<file path="config.mk">
export PLATFORM = sky130hd
export DESIGN_NAME = trojan_resp_capture
export DESIGN_NICKNAME = d
export VERILOG_FILES = /design/src/rtl/trojan_resp_capture.sv
export SDC_FILE = /design/constraint.sdc
export NUM_CORES = 1
export LEC_CHECK = 0
export ABC_AREA = 1
export BUFFER_PORTS_ARGS = -buffer_cell sky130_fd_sc_hd__buf_2
export CAP_MARGIN = 25
export CORE_MARGIN = 2
export CORE_UTILIZATION = 57
export CTS_CLUSTER_DIAMETER = 30
export DETAILED_ROUTE_END_ITERATION = 12
export GPL_ROUTABILITY_DRIVEN = 0
export PLACE_DENSITY_LB_ADDON = 0.12
export SETUP_SLACK_MARGIN = 0.4
export SLEW_MARGIN = 0
export SYNTH_ARGS = -nofsm -noshare
export SYNTH_HDL_FRONTEND = slang
export SYNTH_SLANG_ARGS = --single-unit
export TNS_END_PERCENT = 20
</file>
<file path="constraint.sdc">
create_clock -name CK -period 5.8 [get_ports CK]
set_input_delay 1.16 -clock CK [delete_from_list [all_inputs] [get_ports CK]]
set_output_delay 1.16 -clock CK [all_outputs]
set_load 0.05 [all_outputs]
</file>
<file path="src/rtl/trojan_resp_capture.sv">
`default_nettype none
// +--------------------------------------------------------------------------+
// | Module   : trojan_resp_capture                                           |
// | Summary  : Captures a full ordered input sweep of a DUT, compares it      |
// |            against a golden truth table and compacts it to a CRC.        |
// | Revision : 1.0 - initial release                                         |
// +--------------------------------------------------------------------------+
module trojan_resp_capture #(
    parameter int                  N_IN  = 5,
    parameter int                  SIG_W = 16,
    parameter logic [SIG_W-1:0]    POLY  = 16'h1021,
    parameter logic [SIG_W-1:0]    SEED  = 16'hFFFF
) (
    input  logic                   CK,
    input  logic                   reset,
    input  logic                   start,
    input  logic                   vec_valid,
    input  logic [N_IN-1:0]        vec,
    input  logic                   resp,
    input  logic [(2**N_IN)-1:0]   golden_tt,
    output logic                   busy,
    output logic                   done,
    output logic [(2**N_IN)-1:0]   tt_out,
    output logic [N_IN:0]          mismatch_cnt,
    output logic [N_IN-1:0]        first_mm_idx,
    output logic                   seq_err,
    output logic [SIG_W-1:0]       signature,
    output logic                   pass
);

    localparam int               c_TT_W     = 2**N_IN;
    localparam logic [N_IN-1:0]  c_IDX_MAX  = '1;
    localparam logic [N_IN-1:0]  c_IDX_ONE  = N_IN'(1);
    localparam logic [N_IN:0]    c_MM_ONE   = (N_IN+1)'(1);

    typedef enum logic [1:0] {
        S_IDLE    = 2'd0,
        S_CAPTURE = 2'd1,
        S_DONE    = 2'd2
    } state_t;

    state_t              r_state,  w_state_nxt;
    logic [N_IN-1:0]     r_idx,    w_idx_nxt;
    logic [c_TT_W-1:0]   r_tt,     w_tt_nxt;
    logic [N_IN:0]       r_mm,     w_mm_nxt;
    logic [N_IN-1:0]     r_first,  w_first_nxt;
    logic                r_seq,    w_seq_nxt;
    logic [SIG_W-1:0]    r_sig,    w_sig_nxt;
    logic                r_busy;
    logic                r_done;
    logic                r_pass;
    logic                w_fb;

    assign w_fb = r_sig[SIG_W-1] ^ resp;

    always_comb begin
        w_state_nxt = r_state;
        w_idx_nxt   = r_idx;
        w_tt_nxt    = r_tt;
        w_mm_nxt    = r_mm;
        w_first_nxt = r_first;
        w_seq_nxt   = r_seq;
        w_sig_nxt   = r_sig;
        // start has priority over any sample presented in the same cycle
        if (start) begin
            w_state_nxt = S_CAPTURE;
            w_idx_nxt   = '0;
            w_tt_nxt    = '0;
            w_mm_nxt    = '0;
            w_first_nxt = '0;
            w_seq_nxt   = 1'b0;
            w_sig_nxt   = SEED;
        end else if ((r_state == S_CAPTURE) && vec_valid) begin
            if (vec == r_idx) begin
                w_tt_nxt[r_idx] = resp;
                if (resp != golden_tt[r_idx]) begin
                    w_mm_nxt = r_mm + c_MM_ONE;
                    if (r_mm == '0) begin
                        w_first_nxt = r_idx;
                    end
                end
                w_sig_nxt = {r_sig[SIG_W-2:0], 1'b0} ^ (w_fb ? POLY : '0);
                if (r_idx == c_IDX_MAX) begin
                    w_state_nxt = S_DONE;
                end else begin
                    w_idx_nxt = r_idx + c_IDX_ONE;
                end
            end else begin
                w_seq_nxt = 1'b1;
            end
        end
    end

    // Status flags are derived from next-state values so they are true flops
    always_ff @(posedge CK or posedge reset) begin
        if (reset) begin
            r_state <= S_IDLE;
            r_idx   <= '0;
            r_tt    <= '0;
            r_mm    <= '0;
            r_first <= '0;
            r_seq   <= 1'b0;
            r_sig   <= SEED;
            r_busy  <= 1'b0;
            r_done  <= 1'b0;
            r_pass  <= 1'b0;
        end else begin
            r_state <= w_state_nxt;
            r_idx   <= w_idx_nxt;
            r_tt    <= w_tt_nxt;
            r_mm    <= w_mm_nxt;
            r_first <= w_first_nxt;
            r_seq   <= w_seq_nxt;
            r_sig   <= w_sig_nxt;
            r_busy  <= (w_state_nxt == S_CAPTURE);
            r_done  <= (w_state_nxt == S_DONE);
            r_pass  <= (w_state_nxt == S_DONE) && (w_mm_nxt == '0) && !w_seq_nxt;
        end
    end

    assign busy         = r_busy;
    assign done         = r_done;
    assign tt_out       = r_tt;
    assign mismatch_cnt = r_mm;
    assign first_mm_idx = r_first;
    assign seq_err      = r_seq;
    assign signature    = r_sig;
    assign pass         = r_pass;

endmodule
`default_nettype wire

</file>
* Yosys cells after proc, flatten, opt, wreduce, memory -nomap -nowiden
Index checks and enable logic that the tools add are counted.
** Cells by class
- Add/sub/neg operators :: 2
- $lt $le $gt $ge :: 2
- Equality and inequality tests :: 7
- Multiplexer cells :: 32
- Bitwise gates (word level) :: 2
- Reduce and logical (&&, ||, !) cells :: 14
** Operators with widths (count)
- $mux 32 :: 3
- $mux 16 :: 3
- $mux 5 :: 9
- $bwmux 32 :: 1
- $mux 6 :: 4
- $xor 16x13->16 :: 1
- $mux 13 :: 1
- $logic_not 6->1 :: 2
- $mux 2 :: 4
- $reduce_bool 2->1 :: 4
- $add 6x1->6 const B :: 1
- $lt 5x6->1 const B :: 1
- $add 5x1->5 const B :: 1
- $bmux 1 s5 :: 1
- $demux 1 s5 :: 1
- $eq 5x5->1 :: 1
- $eq 5x5->1 const B :: 1
- $ge 5x1->1 const B :: 1
- $mux 1 :: 5
- $eq 2x1->1 const B :: 2
- $logic_and 1x1->1 :: 4
- $reduce_and 4->1 :: 1
- $reduce_and 3->1 :: 1
- $eq 2x2->1 const B :: 1
- 5 further kinds :: 5
** Word-level totals
- Flip-flop bits (word level) :: 70
- Input bits :: 42
- Output and inout port bits :: 63
- Logic and storage cells :: 69

* Logic depth before layout (Yosys ltp)
Gate-level depths: netlist (run 1).
- Depth in word-level cells :: 10
- Mapped depth :: 17
- Gate-level depth less buffers :: 17

* Least setup slack after synthesis (run 1)
Ideal clock, no wire load.
- Path kind :: in2reg
- From :: in vec[2]
- To :: reg r_pass, in the netlist pass
- Library setup time :: 71 ps
- Data arrival time :: 2294 ps
- Required time :: 5729 ps
- Setup slack :: 3435 ps
- Stages on the path :: 13
- Buffers on the path :: 0
- Cell sequence :: xnor2_1 > nand3_1 > nor2_4 > nand2_4 > inv_2 > nand2_1 > nand2_1 > inv_2 > nor3b_2 > nand2_1 > inv_1 > nand2_1 > nor2_1
** Between the ends
- Cells in the longest elaborated chain, start to end :: 7
- Elaborated cells on any way between the ends :: 15
- Those cells by class :: 2 x eq/ne; 9 x mux; 4 x reduce/logical
** Ends and longest elaborated chain
- start: declaration :: RTL line 18 : input logic [N_IN-1:0] vec,
- $eq 5x5->1 * :: RTL line 74 : if (vec == r_idx) begin
- $mux 6 or $mux 2 (tied branches) :: RTL line 74
- $mux 6 or $mux 2 (tied branches) :: RTL line 73 : end else if ((r_state == S_CAPTURE) && vec_valid) begin
- $mux 6 or $mux 2 (tied branches) :: RTL line 65 : if (start) begin
- $logic_not 6->1 or $eq 2x2->1 (tied branches) :: RTL line 117 : r_pass <= (w_state_nxt == S_DONE) && (w_mm_nxt == '0) && !w_seq_nxt;
- $logic_and 1x1->1 :: RTL line 117
- $logic_and 1x1->1 * :: RTL line 117
- end signal: assignment :: RTL line 117
- end: declaration :: RTL line 51 : logic r_pass;
Mark *: on every way between the ends. The rest lies on a longest branch, timed or not.
A chain may end at the register's enable or synchronous reset.

* Worst setup path in the final report (run 1)
- From :: in vec[3]
- To :: reg r_pass, in the netlist pass
The elaborated chain is that of the path after synthesis.

==> results.toml, run 1 <==
[synth]
synth_warnings = 0
synth_seq_cells = 70
netlist_instances = 552
synth.net_count = 601
synth.top_cells.by_area = "sky130_fd_sc_hd__dfrtp_1 (34%), sky130_fd_sc_hd__nand2_1 (15%), sky130_fd_sc_hd__dfstp_2 (10%)"
synth_area_per_cell_um2 = 7.267
seq_area_frac_synth_pct = 44.17
synthDominantCellAreaShare_pct = 33.69
syn-cell-area_mm2 = 0.004011
synth.largest_area_cell = "sky130_fd_sc_hd__dfrtp_1"
synth_cell_type_count = 30

[worst_setup_path]
crit_arrival_ns = 3.20
rr_startpoint = "r_idx[0]"
critPathCaptureType = "flop"
critPathRequiredTime_ns = 6.09
cp-start-kind = "input pin"
setup.worst_path.start = "vec[3]"
crit_fanout = 43
crit_type = "input pin to flop"

[timing]
grt_setup_unrepaired = "no"
hold_viol = 0
finClkSkew_ns = 0.008955
fmax_mhz = 343.1
max-slew-margin-rel_pct = 41.70
setup-tns-final_ns = 0
timing.final.max_slew_violations = 0
finalCritPeriodShare_pct = 50.26
post-route-min-period_ns = 2.915
tightest_slew_ns = 0.8732
setup_violations = 0

[placement]
numPlacedInstances = 729
place.port_buffers = 104
dpl.hpwl_um = 6587

[global_routing]
maximum_number_of_pins_on_one_net_before_global_route_repair = 71
first_pass_grt_wire_length_um = 15530
grt_antenna_before_repair = 0
grtUsageTotal_pct = 25.76
grt_remaining_overflow = 0
first_global_vias = 3429

[floorplanning]
dieArea_mm2 = 0.007725
die_w_um = 87.89
row_count = 30
dieHeight_um = 87.89
starting_density_pct = 59.04
floorplan.core_area_mm2 = 0.006794
io-pin-count = 105

[final_layout]
layout_commonest_cell = "sky130_fd_sc_hd__nand2_1"
layout.cells.most_common_list = "sky130_fd_sc_hd__nand2_1 (158), sky130_fd_sc_hd__buf_2 (104), sky130_fd_sc_hd__inv_1 (94)"
layout-area-overhead-vs-synth_pct = 19.18
antenna-diode-count = 0
design.final.nets = 693
finalNonFillerCells = 745
final_layout_size_suffix_gt1_share_pct = 24.81

[clocking]
htreeDepth = 3
worst_skew_pair.late_latency_ns = 0.35
clock_tree_from_tritoncts = "done"
clk_transition_reported_paths_ns = 0.08
cts_sinks = 70
cts_repair_resize_count = 0
cts_post_setup_buffers_inserted = 0
hold_buffers = 0
cts-root-buf = "sky130_fd_sc_hd__clkbuf_8"
tritoncts.num_buffers = 9
maximum_number_of_buffers_from_clock_root_to_sink = 2

[detailed_routing]
wl_um = 9595
drt_antenna_net_count = 0
wire_per_inst_um = 12.88
route.detailed.vias_per_inst = 5.027
dr.first_iter.drc_count = 279
drt_pass1_iterations = 4
post-route-drc-count = 0
dr_vias = 3745

[hold_path]
holdCritPathClass = "flop to flop"
holdCritStartpoint = "first_mm_idx[0]"

[pwr]
power.density_cell_area_mw_per_mm2 = 228.7
power.ir.vdd_worst_mv = 0.1729
power.static_leakage_nw = 2.950
power_w = 0.001094

[run]
max_cap_violations = 0

[status]
outcome = "finished clean"
per-stage QoR:
step           worst slack, ns  utilization [%]  hold slack, ns  area, um2
2_1_floorplan            2.898                -          0.4910       4011
3_3_place_gp             2.692            66.87          0.4559       4543
3_5_place_dp             2.585            66.87          0.4627       4543
4_1_cts                  2.892            70.37          0.4803       4781
5_1_grt                  2.552            70.37          0.5187       4781
6_report                 2.885            70.37          0.4791       4781
where the power goes:
group	leakage [nW]	internal, W	switching [W]	total (W)
logic	1.92	0.0000314	0.0000829	0.000114
clock network	0.114	0.000285	0.000186	0.000471
registers	0.911	0.000501	0.00000677	0.000508
total	2.95	0.000818	0.000276	0.00109
path summary, 6_finish.rpt:
path / end / slack [ns] / cells past startpoint
worst min-delay path: first_mm_idx[0] / 0.48 / 2
worst max register to register: pass / 2.90 / 13
max in group asynchronous: r_idx[2] / 4.16 / 3
worst max-delay path: pass / 2.88 / 14
worst min register to register: first_mm_idx[0] / 0.48 / 2
min in group asynchronous: tt_out[2] / 1.08 / 3
registers in the layout, summed over array words and instances (netlist names):
name,flops
busy,1
done,1
first_mm_idx,5
mismatch_cnt,6
pass,1
r_idx,5
r_state,2
seq_err,1
signature,16
tt_out,32
cell families after synthesis:
| family | after synthesis | share of synthesized area, % |
|---|---|---|
| AOI/OAI and AO/OA | 68 | 8.546 |
| xor gates and xnor gates | 6 | 1.310 |
| adders and majority gates | 7 | 2.183 |
| buffers and inverters | 126 | 12.54 |
| DFF | 70 | 44.17 |
| and+or+nand+nor | 275 | 31.25 |
per-layer routing:
layer / vias up / routed length, um / track usage, %
met5: - / 0 / 0
met4: 0 / 173 / 11.33
met3: 18 / 534 / 4.336
met2: 116 / 4475 / 40.15
met1: 1726 / 4411 / 35.67
li1: 1885 / - / -
cells in the mapped netlist (all sizes together):
cell type  number
xnor2           6
nor3b           2
dfstp          16
inv           100
nand2         167
dfrtp          54
clkinv          1
o21ai          66
clkbuf         16
nor2           28
a21oi           1
ha              7
nand3          69
nand4           6
nor3            3
buf             9
o211ai          1
final cells by class:
class                           instances  area, um2
Clock buffer                           10      127.6
Clock inverter                          6      110.1
Fill cell                             578       2013
Inverter                              101      379.1
Multi-Input combinational cell        356       1737
Sequential cell                        70       1772
Tap cell                               96      120.1
Timing Repair Buffer                  106      535.5
critical path, stage by stage:
cell	delay (ns)
sky130_fd_sc_hd__buf_2	0.10
sky130_fd_sc_hd__xnor2_1	0.16
sky130_fd_sc_hd__nand2_1	0.11
sky130_fd_sc_hd__nor2_4	0.18
sky130_fd_sc_hd__nand2_4	0.12
sky130_fd_sc_hd__inv_2	0.50
sky130_fd_sc_hd__nand2_1	0.17
sky130_fd_sc_hd__nand2_1	0.11
sky130_fd_sc_hd__nand2_1	0.10
sky130_fd_sc_hd__nor3b_2	0.21
sky130_fd_sc_hd__nand2_1	0.07
sky130_fd_sc_hd__inv_1	0.06
sky130_fd_sc_hd__nand2_1	0.06
sky130_fd_sc_hd__nor2_1	0.08
Power figures use the tool's default switching activity.
==> inputs of run 2 (changes only) <==
--- a/config.mk
+++ b/config.mk
@@ -9,7 +9,7 @@
 export BUFFER_PORTS_ARGS = -buffer_cell sky130_fd_sc_hd__buf_2
 export CAP_MARGIN = 25
 export CORE_MARGIN = 2
-export CORE_UTILIZATION = 57
+export CORE_UTILIZATION = 48
 export CTS_CLUSTER_DIAMETER = 30
 export DETAILED_ROUTE_END_ITERATION = 12
 export GPL_ROUTABILITY_DRIVEN = 0
==> constraint.sdc (replaced) <==
create_clock -name CK -period 2.5 [get_ports CK]
set_input_delay 0.5 -clock CK [delete_from_list [all_inputs] [get_ports CK]]
set_output_delay 0.5 -clock CK [all_outputs]
set_load 0.05 [all_outputs]
==> run 2 against run 1 <==
Design area up 7.1%. Clock power up 97%. Final cell count up 5.0%. Non-clock buffer count up 27. Sequential power up 130%. Critical endpoint is now first_mm_idx[0].
==> results.toml, run 2 (same netlist as run 1, synthesis figures left out) <==
[detailed_routing]
route.detailed.vias_per_inst = 4.974
drt_pass1_iterations = 5
drt_antenna_net_count = 0
dr.first_iter.drc_count = 244
dr_vias = 3890
post-route-drc-count = 0
wl_um = 10370
wire_per_inst_um = 13.27

[worst_setup_path]
rr_startpoint = "r_idx[0]"
critPathCaptureType = "flop"
reg2reg_slack_ns = 0.41
crit_type = "flop to flop"
timing.critical_path.to = "first_mm_idx[0]"
cp-start-kind = "flop"
reg2reg_depth = 14
setup.worst_path.start = "r_idx[0]"
critPathRequiredTime_ns = 2.79
crit_arrival_ns = 2.37
crit_fanout = 8
r2r_end = "first_mm_idx[0]"

[floorplanning]
dieArea_mm2 = 0.009104
die_w_um = 95.42
io-pin-count = 105
starting_density_pct = 49.07
floorplan.core_area_mm2 = 0.008175
row_count = 33
dieHeight_um = 95.42

[timing]
setup-tns-final_ns = 0
hold_slack_ns = 0.2313
timing.final.max_slew_violations = 0
tightest_slew_ns = 0.6333
post-route-min-period_ns = 2.089
setup_violations = 0
finalCritPeriodShare_pct = 83.57
max-slew-margin-rel_pct = 57.69
grt_setup_unrepaired = "yes"
hold_viol = 0
finClkSkew_ns = 0.007571
fmax_mhz = 478.6

[clocking]
cts-root-buf = "sky130_fd_sc_hd__clkbuf_8"
worst_skew_pair.late_latency_ns = 0.34
clock_tree_from_tritoncts = "done"
cts_sinks = 70
clk_transition_reported_paths_ns = 0.08
maximum_number_of_buffers_from_clock_root_to_sink = 2
tritoncts.num_buffers = 9
htreeDepth = 3

[global_routing]
grtUsageTotal_pct = 22.64
maximum_number_of_pins_on_one_net_before_global_route_repair = 43
first_global_vias = 3414
first_pass_grt_wire_length_um = 16080
grt_antenna_before_repair = 0
grt_remaining_overflow = 0

[pwr]
power.static_leakage_nw = 3.097
power.density_cell_area_mw_per_mm2 = 468.3
power.ir.vdd_worst_mv = 0.2836

[final_layout]
design.final.nets = 721
final_layout_size_suffix_gt1_share_pct = 32.94
finalNonFillerCells = 782
layout-area-overhead-vs-synth_pct = 27.70
layout_commonest_cell = "sky130_fd_sc_hd__nand2_1"
antenna-diode-count = 0
layout.cells.most_common_list = "sky130_fd_sc_hd__nand2_1 (144), sky130_fd_sc_hd__buf_2 (104), sky130_fd_sc_hd__inv_1 (92)"
filler_cell_count = 755
flip_flop_count_of_the_largest_register_after_layout = 32
seqCellArea_mm2 = 0.001778
area_occupied_by_multi_input_gates_mm2 = 0.001841

[run]
max_cap_violations = 0

[placement]
dpl.hpwl_um = 6981
place.port_buffers = 104
numPlacedInstances = 749

[hold_path]
holdCritPathClass = "input pin to asynchronous set/reset pin"

[status]
outcome = "finished clean"
-- run 2: repair_timing --
item,CTS,global route
setup buffers,0,16
cloned,0,1
endpoints found under the setup margin,38,48
pin swaps,0,5
gates resized for setup,4,44
hold buffers,0,0
-- run 2: layer usage --
layer  wire length (um)  track usage [%]  up-vias
met5                  0                0        -
met4                115            6.190        0
met3                612            3.478        9
met2               4798            35.33      105
met1               4847            32.94     1817
li1                   -                -     1959
-- run 2: per-stage QoR --
step | setup slack [ns] | instance area [um2] | util (%) | power, W
floorplan | 0.6605 | 4015 | - | 0.001388
global placement | 0.3630 | 4653 | 56.92 | 0.001472
detailed placement | 0.3190 | 4653 | 56.92 | 0.001474
CTS | 0.4137 | 4862 | 59.47 | 0.002400
global route | 0.2515 | 5122 | 62.66 | 0.002495
finish | 0.4108 | 5122 | 62.66 | 0.002399
-- run 2: worst min path at each step --
stage                   from            end  slack (ns)  cells after the start
3_3_place_gp   signature[13]  signature[13]        0.46                      2
6_report               reset     r_state[0]        0.23                      2
5_1_grt                reset     r_state[0]        0.27                      2
4_1_cts                reset     r_state[0]        0.24                      2
2_1_floorplan     r_state[0]     r_state[0]        0.49                      2
3_5_place_dp   signature[13]  signature[13]        0.47                      2
-- run 2: cell type report --
| type | count | area share (%) |
|---|---|---|
| tap | 105 | 2.565 |
| clock buffer | 11 | 2.760 |
| timing repair inverter | 1 | 0.1221 |
| timing repair buffer | 133 | 15.10 |
| multi-input combinational | 356 | 35.93 |
| sequential | 70 | 34.71 |
| clock inverter | 5 | 1.148 |
| inverter | 101 | 7.670 |
-- run 2: where the power goes --
part / internal [W] / switching [W]
Clock: 0.000488 / 0.000441
Sequential: 0.00116 / 0.0000143
Combinational: 0.0000886 / 0.000203
-- run 2: critical path, cell delays in order (launching register included) --
cell and delay, ns:
sky130_fd_sc_hd__dfrtp_2 0.54, sky130_fd_sc_hd__buf_6 0.20, sky130_fd_sc_hd__nand2_2 0.07, sky130_fd_sc_hd__nand3_2 0.07
sky130_fd_sc_hd__nand2_2 0.06, sky130_fd_sc_hd__nand2_2 0.05, sky130_fd_sc_hd__nand2_2 0.07, sky130_fd_sc_hd__nor2_4 0.13
sky130_fd_sc_hd__nand2_2 0.09, sky130_fd_sc_hd__nand2_4 0.12, sky130_fd_sc_hd__nand2_8 0.08, sky130_fd_sc_hd__nor3_4 0.26
sky130_fd_sc_hd__buf_4 0.16, sky130_fd_sc_hd__nand3_1 0.05, sky130_fd_sc_hd__nand2_1 0.08
